File: config.mk
export PLATFORM = sky130hd
export DESIGN_NAME = rsa256_uart_bridge_flat
export DESIGN_NICKNAME = d
export VERILOG_FILES = /design/src/rtl/rsa256_uart_bridge_if.sv /design/src/rtl/rsa256_uart_bridge.sv /design/src/flat_wrapper.sv
export SDC_FILE = /design/constraint.sdc
export NUM_CORES = 2
export LEC_CHECK = 0
export BUFFER_PORTS_ARGS = -buffer_cell sky130_fd_sc_hd__buf_4
export CAP_MARGIN = 30
export CORE_AREA = 2 2 426 428
export CTS_BUF_LIST = sky130_fd_sc_hd__clkbuf_4
export DETAILED_ROUTE_END_ITERATION = 10
export DIE_AREA = 0 0 428 430
export PLACE_DENSITY = 0.38
export SYNTH_ARGS = -nofsm -noshare
export SYNTH_HDL_FRONTEND = slang
export SYNTH_SLANG_ARGS = --single-unit
File: constraint.sdc
create_clock -name i_clk -period 52.6 [get_ports i_clk]
set_input_delay 10.52 -clock i_clk [delete_from_list [all_inputs] [get_ports i_clk]]
set_output_delay 10.52 -clock i_clk [all_outputs]
set_load 0.02 [all_outputs]
File: src/rtl/rsa256_uart_bridge_if.sv
// Avalon-MM bus bundle between the RSA bridge (master) and the UART register file (slave).
// Only bits [7:0] of the data buses carry payload.
interface rsa256_uart_bridge_if;
  logic [4:0]  avm_address;
  logic        avm_read;
  logic [31:0] avm_readdata;
  logic        avm_write;
  logic [31:0] avm_writedata;
  logic        avm_waitrequest;

  modport master (
    output avm_address,
    output avm_read,
    output avm_write,
    output avm_writedata,
    input  avm_readdata,
    input  avm_waitrequest
  );

  modport slave (
    input  avm_address,
    input  avm_read,
    input  avm_write,
    input  avm_writedata,
    output avm_readdata,
    output avm_waitrequest
  );
endinterface

File: src/rtl/rsa256_uart_bridge.sv
// Polls the UART for the key (n, d) once, then for each 256-bit ciphertext block runs the
// RSA core and streams the 31-byte plaintext back out through the UART.
module rsa256_uart_bridge #(
  parameter int RX_BASE     = 0,
  parameter int TX_BASE     = 4,
  parameter int STATUS_BASE = 8,
  parameter int RX_OK_BIT   = 7,
  parameter int TX_OK_BIT   = 6
) (
  input  logic                 i_clk,
  input  logic                 i_rst,
  rsa256_uart_bridge_if.master avm,
  output logic                 o_core_start,
  output logic [255:0]         o_core_a,
  output logic [255:0]         o_core_e,
  output logic [255:0]         o_core_n,
  input  logic [255:0]         i_core_result,
  input  logic                 i_core_finished
);

  localparam logic [4:0] RX_ADDR     = RX_BASE[4:0];
  localparam logic [4:0] TX_ADDR     = TX_BASE[4:0];
  localparam logic [4:0] STATUS_ADDR = STATUS_BASE[4:0];

  typedef enum logic [2:0] {
    S_QUERY_RX,
    S_READ,
    S_CALC_ARM,
    S_CALC,
    S_QUERY_TX,
    S_WRITE
  } state_e;

  typedef enum logic [1:0] {
    PH_KEY_N,
    PH_KEY_D,
    PH_DATA
  } phase_e;

  state_e       state_q;
  phase_e       phase_q;
  logic [4:0]   rx_cnt_q;
  logic [4:0]   tx_cnt_q;
  logic [255:0] n_q, d_q, a_q;
  logic [255:0] n_d, d_d, a_d;
  logic [247:0] tx_q;
  logic         read_q;
  logic         write_q;
  logic [4:0]   addr_q;
  logic [7:0]   wdata_q;
  logic         start_q;

  logic       accept;
  logic [7:0] rx_byte;
  logic       unused_ok;

  assign accept    = (read_q | write_q) & ~avm.avm_waitrequest;
  assign rx_byte   = avm.avm_readdata[7:0];
  assign unused_ok = &{1'b0, avm.avm_readdata, i_core_result[255:248]};

  assign avm.avm_address   = addr_q;
  assign avm.avm_read      = read_q;
  assign avm.avm_write     = write_q;
  assign avm.avm_writedata = {24'h000000, wdata_q};

  assign o_core_start = start_q;
  assign o_core_a     = a_q;
  assign o_core_e     = d_q;
  assign o_core_n     = n_q;

  // Phase steers each received byte into exactly one of the three MSB-first shift registers.
  always_comb begin
    n_d = n_q;
    d_d = d_q;
    a_d = a_q;
    if (state_q == S_READ && accept) begin
      case (phase_q)
        PH_KEY_N: n_d = {n_q[247:0], rx_byte};
        PH_KEY_D: d_d = {d_q[247:0], rx_byte};
        default:  a_d = {a_q[247:0], rx_byte};
      endcase
    end
  end

  always_ff @(posedge i_clk or posedge i_rst) begin
    if (i_rst) begin
      state_q  <= S_QUERY_RX;
      phase_q  <= PH_KEY_N;
      rx_cnt_q <= 5'd0;
      tx_cnt_q <= 5'd0;
      n_q      <= '0;
      d_q      <= '0;
      a_q      <= '0;
      tx_q     <= '0;
      read_q   <= 1'b0;
      write_q  <= 1'b0;
      addr_q   <= STATUS_ADDR;
      wdata_q  <= 8'h00;
      start_q  <= 1'b0;
    end else begin
      start_q <= 1'b0;
      n_q     <= n_d;
      d_q     <= d_d;
      a_q     <= a_d;
      case (state_q)
        // A dropped request is re-raised on the following cycle, giving the one-cycle gap.
        S_QUERY_RX: begin
          if (!read_q) begin
            read_q <= 1'b1;
          end else if (accept) begin
            read_q <= 1'b0;
            if (avm.avm_readdata[RX_OK_BIT]) begin
              state_q <= S_READ;
              addr_q  <= RX_ADDR;
            end
          end
        end

        S_READ: begin
          if (!read_q) begin
            read_q <= 1'b1;
          end else if (accept) begin
            read_q <= 1'b0;
            addr_q <= STATUS_ADDR;
            if (rx_cnt_q == 5'd31) begin
              rx_cnt_q <= 5'd0;
              case (phase_q)
                PH_KEY_N: begin
                  phase_q <= PH_KEY_D;
                  state_q <= S_QUERY_RX;
                end
                PH_KEY_D: begin
                  phase_q <= PH_DATA;
                  state_q <= S_QUERY_RX;
                end
                default: begin
                  state_q <= S_CALC_ARM;
                  start_q <= 1'b1;
                end
              endcase
            end else begin
              rx_cnt_q <= rx_cnt_q + 5'd1;
              state_q  <= S_QUERY_RX;
            end
          end
        end

        // The core reports finished while idle, so wait for it to go busy before trusting a rise.
        S_CALC_ARM: begin
          if (!i_core_finished) begin
            state_q <= S_CALC;
          end
        end

        S_CALC: begin
          if (i_core_finished) begin
            tx_q     <= i_core_result[247:0];
            tx_cnt_q <= 5'd0;
            state_q  <= S_QUERY_TX;
          end
        end

        S_QUERY_TX: begin
          if (!read_q) begin
            read_q <= 1'b1;
          end else if (accept) begin
            read_q <= 1'b0;
            if (avm.avm_readdata[TX_OK_BIT]) begin
              state_q <= S_WRITE;
              addr_q  <= TX_ADDR;
              wdata_q <= tx_q[247:240];
            end
          end
        end

        S_WRITE: begin
          if (!write_q) begin
            write_q <= 1'b1;
          end else if (accept) begin
            write_q <= 1'b0;
            tx_q    <= {tx_q[239:0], 8'h00};
            addr_q  <= STATUS_ADDR;
            if (tx_cnt_q == 5'd30) begin
              tx_cnt_q <= 5'd0;
              state_q  <= S_QUERY_RX;
            end else begin
              tx_cnt_q <= tx_cnt_q + 5'd1;
              state_q  <= S_QUERY_TX;
            end
          end
        end

        default: begin
          state_q <= S_QUERY_RX;
        end
      endcase
    end
  end

endmodule
File: src/flat_wrapper.sv
// flat-port wrapper written by rule: the top's interface ports become plain ports
module rsa256_uart_bridge_flat 
#(
  parameter int RX_BASE     = 0,
  parameter int TX_BASE     = 4,
  parameter int STATUS_BASE = 8,
  parameter int RX_OK_BIT   = 7,
  parameter int TX_OK_BIT   = 6
)
  (i_clk, i_rst, o_core_start, o_core_a, o_core_e, o_core_n, i_core_result, i_core_finished, avm_avm_address, avm_avm_read, avm_avm_write, avm_avm_writedata, avm_avm_readdata, avm_avm_waitrequest);
  rsa256_uart_bridge_if avm_i ();
  input  logic i_clk;
  input  logic i_rst;
  output logic o_core_start;
  output logic [255:0] o_core_a;
  output logic [255:0] o_core_e;
  output logic [255:0] o_core_n;
  input  logic [255:0] i_core_result;
  input  logic i_core_finished;
  output wire logic [$bits(avm_i.avm_address)-1:0] avm_avm_address;
  output wire logic [$bits(avm_i.avm_read)-1:0] avm_avm_read;
  output wire logic [$bits(avm_i.avm_write)-1:0] avm_avm_write;
  output wire logic [$bits(avm_i.avm_writedata)-1:0] avm_avm_writedata;
  input wire logic [$bits(avm_i.avm_readdata)-1:0] avm_avm_readdata;
  input wire logic [$bits(avm_i.avm_waitrequest)-1:0] avm_avm_waitrequest;
  assign avm_avm_address = avm_i.avm_address;
  assign avm_avm_read = avm_i.avm_read;
  assign avm_avm_write = avm_i.avm_write;
  assign avm_avm_writedata = avm_i.avm_writedata;
  assign avm_i.avm_readdata = avm_avm_readdata;
  assign avm_i.avm_waitrequest = avm_avm_waitrequest;
  rsa256_uart_bridge #(.RX_BASE(RX_BASE), .TX_BASE(TX_BASE), .STATUS_BASE(STATUS_BASE), .RX_OK_BIT(RX_OK_BIT), .TX_OK_BIT(TX_OK_BIT)) u_core (.i_clk(i_clk), .i_rst(i_rst), .avm(avm_i), .o_core_start(o_core_start), .o_core_a(o_core_a), .o_core_e(o_core_e), .o_core_n(o_core_n), .i_core_result(i_core_result), .i_core_finished(i_core_finished));
endmodule
==> results.py <==
metrics = {
    "synth": {
        "synth_top_area_share_pct": 63.4,
        "synth_ff_type": "dfrtp_1",
        "ys_ff_latch": 1044,
        "syn_area_per_cell_um2": 14.5,
        "ys_warn_count": 0,
        "netlist_instances": 2849,
        "synth_cell_types": 45,
        "syn-cell-area_mm2": 0.0412,
        "synthArstFlopShare_pct": 100,
        "ys_seq_area_share_pct": 63.4,
        "synthTopCellsByArea": "dfrtp_1, mux2_2, mux2i_1",
        "synth_edf_count": 0,
        "synth_largest_area_cell": "dfrtp_1",
    },
    "pwr": {
        "ir_drop_mv": 0.0194,
        "p_int_w": 0.00143,
        "powerDensity_mw_per_mm2": 37.0,
        "p_leak_nw": 29.5,
        "p_switching_w": 0.000614,
        "clockPowerShare_pct": 38.8,
        "power_switching_share_pct": 30.0,
        "combPwrFrac_pct": 16.5,
        "power.share.sequential_pct": 44.7,
    },
    "sta": {
        "fin_ws_ps": 39590,
        "clock.fmax_ghz": 0.0769,
        "fin_hold_ws_ps": 456,
        "tightest_slew_ps": 1050,
        "rsz0062_at_grt": "false",
        "clock_skew_ps": 96.9,
        "relSlewSlack_pct": 30.0,
        "hold_viol": 0,
        "fin_crit_ps": 13010,
        "finalSetupViolCount": 0,
        "slew_viol_final": 0,
        "setup_tns_ps": 0,
        "period_share_pct": 24.7,
    },
    "cts": {
        "clkSinkCount": 1044,
        "cts_buffer_depth": 4,
        "ctsResizeCount": 0,
        "ctsRootBufferMaster": "clkbuf_4",
        "cts_tree": "done",
        "numCtsBuffers": 341,
        "path_clk_slew_ps": 60,
        "holdBufCountCts": 0,
        "post_cts_buffers": 0,
        "h-tree-depth": 5,
        "clkLatencyLatePin_ps": 1320,
    },
    "final_layout": {
        "nNetsFinal": 4400,
        "finalNonFillerCells": 6661,
        "layout_common_cells": "buf_4, dfrtp_1, mux2_2, clkbuf_4, nand2_1",
        "n_fill_cell": 18600,
        "layout_commonest_cell": "buf_4",
        "layout-drive-gt1-share_pct": 50.2,
        "area_delta_synth_final_pct": 34.4,
    },
    "drt": {
        "vias_per_cell": 4.15,
        "first_pass_iters": 4,
        "routed_wl_um": 149000,
        "wl_per_cell_um": 22.4,
        "drc": 0,
        "vias": 27600,
        "antenna_left": 0,
        "drt_iter0_markers": 1127,
    },
    "critical_path": {
        "crit_path_end": "u_core.o_core_e[12]",
        "path_class": "in -> reg",
        "cp.arrival_ps": 14100,
        "endpoint_kind": "register",
        "startpoint_type": "input pin",
        "critPathMaxFanout": 66,
        "reg2reg_slack_ps": 48240,
        "worstReg2RegEnd": "u_core.o_core_e[12]",
        "crit_start": "avm_avm_waitrequest",
        "required_ps": 53690,
        "r2r_cells": 7,
        "rr_startpoint": "u_core.state_q[0]",
    },
    "floorplanning": {
        "core_area_mm2": 0.180,
        "io_pins": 1100,
        "dieArea_mm2": 0.184,
        "die_h_um": 430,
        "row_count": 156,
        "start_util_pct": 22.9,
        "dieWidth_um": 428,
    },
    "placed_design": {
        "port_buffers": 1040,
        "dp_cells": 6128,
        "dp_hpwl_um": 110000,
        "dp_slack_ps": 37820,
        "gp_congestion": 0.804,
    },
    "global_route": {
        "grt_max_degree": 236,
        "antenna_found_initial": 23,
        "grt.total_usage_pct": 15.8,
        "grt_pass1_vias": 28500,
        "gr-total-overflow": 0,
        "grt_pass1_wl_um": 212000,
    },
    "status": {
        "status": "finished clean",
    },
    "hold_path": {
        "hold_path_class": "reg -> reg",
    },
    "run": {
        "maxCapViolCount": 0,
    },
}
## layout make-up
type,count,area [µm²],share of cell area (%)
Clock inverter,46,253,0.456
Antenna cell,5,12.5,0.0226
Inverter,5,26.3,0.0474
Sequential cell,1044,26100,47.2
Clock buffer,480,3600,6.51
Timing Repair Buffer,1084,8350,15.1
Tap cell,2370,2970,5.35
Multi-Input combinational cell,1627,14000,25.4
## registers in the layout, indices dropped and copies added (netlist names), 3 cells and up
signal           count
u_core.o_core_e    256
u_core.state_q       3
u_core.o_core_a    256
u_core.tx_cnt_q      5
u_core.o_core_n    256
u_core.tx_q        248
u_core.wdata_q       8
u_core.rx_cnt_q      5
## synthesized netlist by cell type (7+ instances only)
master	instances
clkbuf_1	89
mux2i_1	242
nand2_1	261
mux2_2	569
mux2_1	210
dfrtp_1	1043
o21ai_0	255
buf_6	18
buf_4	58
buf_2	31
nand2b_1	7
## worst min-delay path by stage
stage,from,to,slack [ps],cells after the start
after floorplan,u_core.tx_q[240],u_core.tx_q[240],450,2
after CTS,u_core.o_core_n[234],u_core.o_core_n[242],460,1
after detailed placement,u_core.tx_q[59],u_core.tx_q[59],470,2
final,u_core.o_core_e[12],u_core.o_core_e[20],460,1
after global routing,u_core.tx_q[120],u_core.tx_q[120],490,2
after global placement,u_core.tx_q[178],u_core.tx_q[178],460,2
## critical path, cell delays in order
cell and delay, ps:
buf_4 140, or4_4 550, nor3b_4 270, buf_4 610, buf_4 640, buf_4 820
mux2_1 380
## metal layers
metal	vias up	global-route usage (%)	share of wire [%]
li1	12700	-	-
met1	13800	16.7	36
met2	898	27.9	52
met3	283	6.71	8.3
met4	26	6.16	3.0
met5	-	0	0.11
## through the flow
| step | area [µm²] | power, W | utilization, % |
|---|---|---|---|
| detailed placement | 51500 | 0.00128 | 28.6 |
| CTS | 55300 | 0.00212 | 30.8 |
| floorplan | 41300 | 0.00109 | - |
| global placement | 51300 | 0.00128 | 28.5 |
| finish | 55400 | 0.00205 | 30.8 |
| global route | 55400 | 0.00217 | 30.8 |
## logic make-up after synthesis
group,after synthesis,synth area share [%]
flip-flops,1044,63.4
multiplexers,1021,27.2
AND/OR/NAND/NOR,301,3.04
AO/OA/AOI/OAI,272,3.38
buffers and inverters,204,2.81
adder cells (fa/ha/maj),5,0.152
other,1,0.00910
XOR/XNOR,1,0.0213
## power groups by stage
| stage | Clock [W] | Sequential (W) | Combinational [W] |
|---|---|---|---|
| 5_1_grt | 0.000887 | 0.000926 | 0.000358 |
| 4_1_cts | 0.000845 | 0.000920 | 0.000349 |
| 6_report | 0.000795 | 0.000915 | 0.000338 |
| 3_3_place_gp | 0 | 0.000933 | 0.000346 |
| 2_1_floorplan | 0 | 0.000977 | 0.000111 |
| 3_5_place_dp | 0 | 0.000934 | 0.000349 |
(Power assumes the default switching activity.)
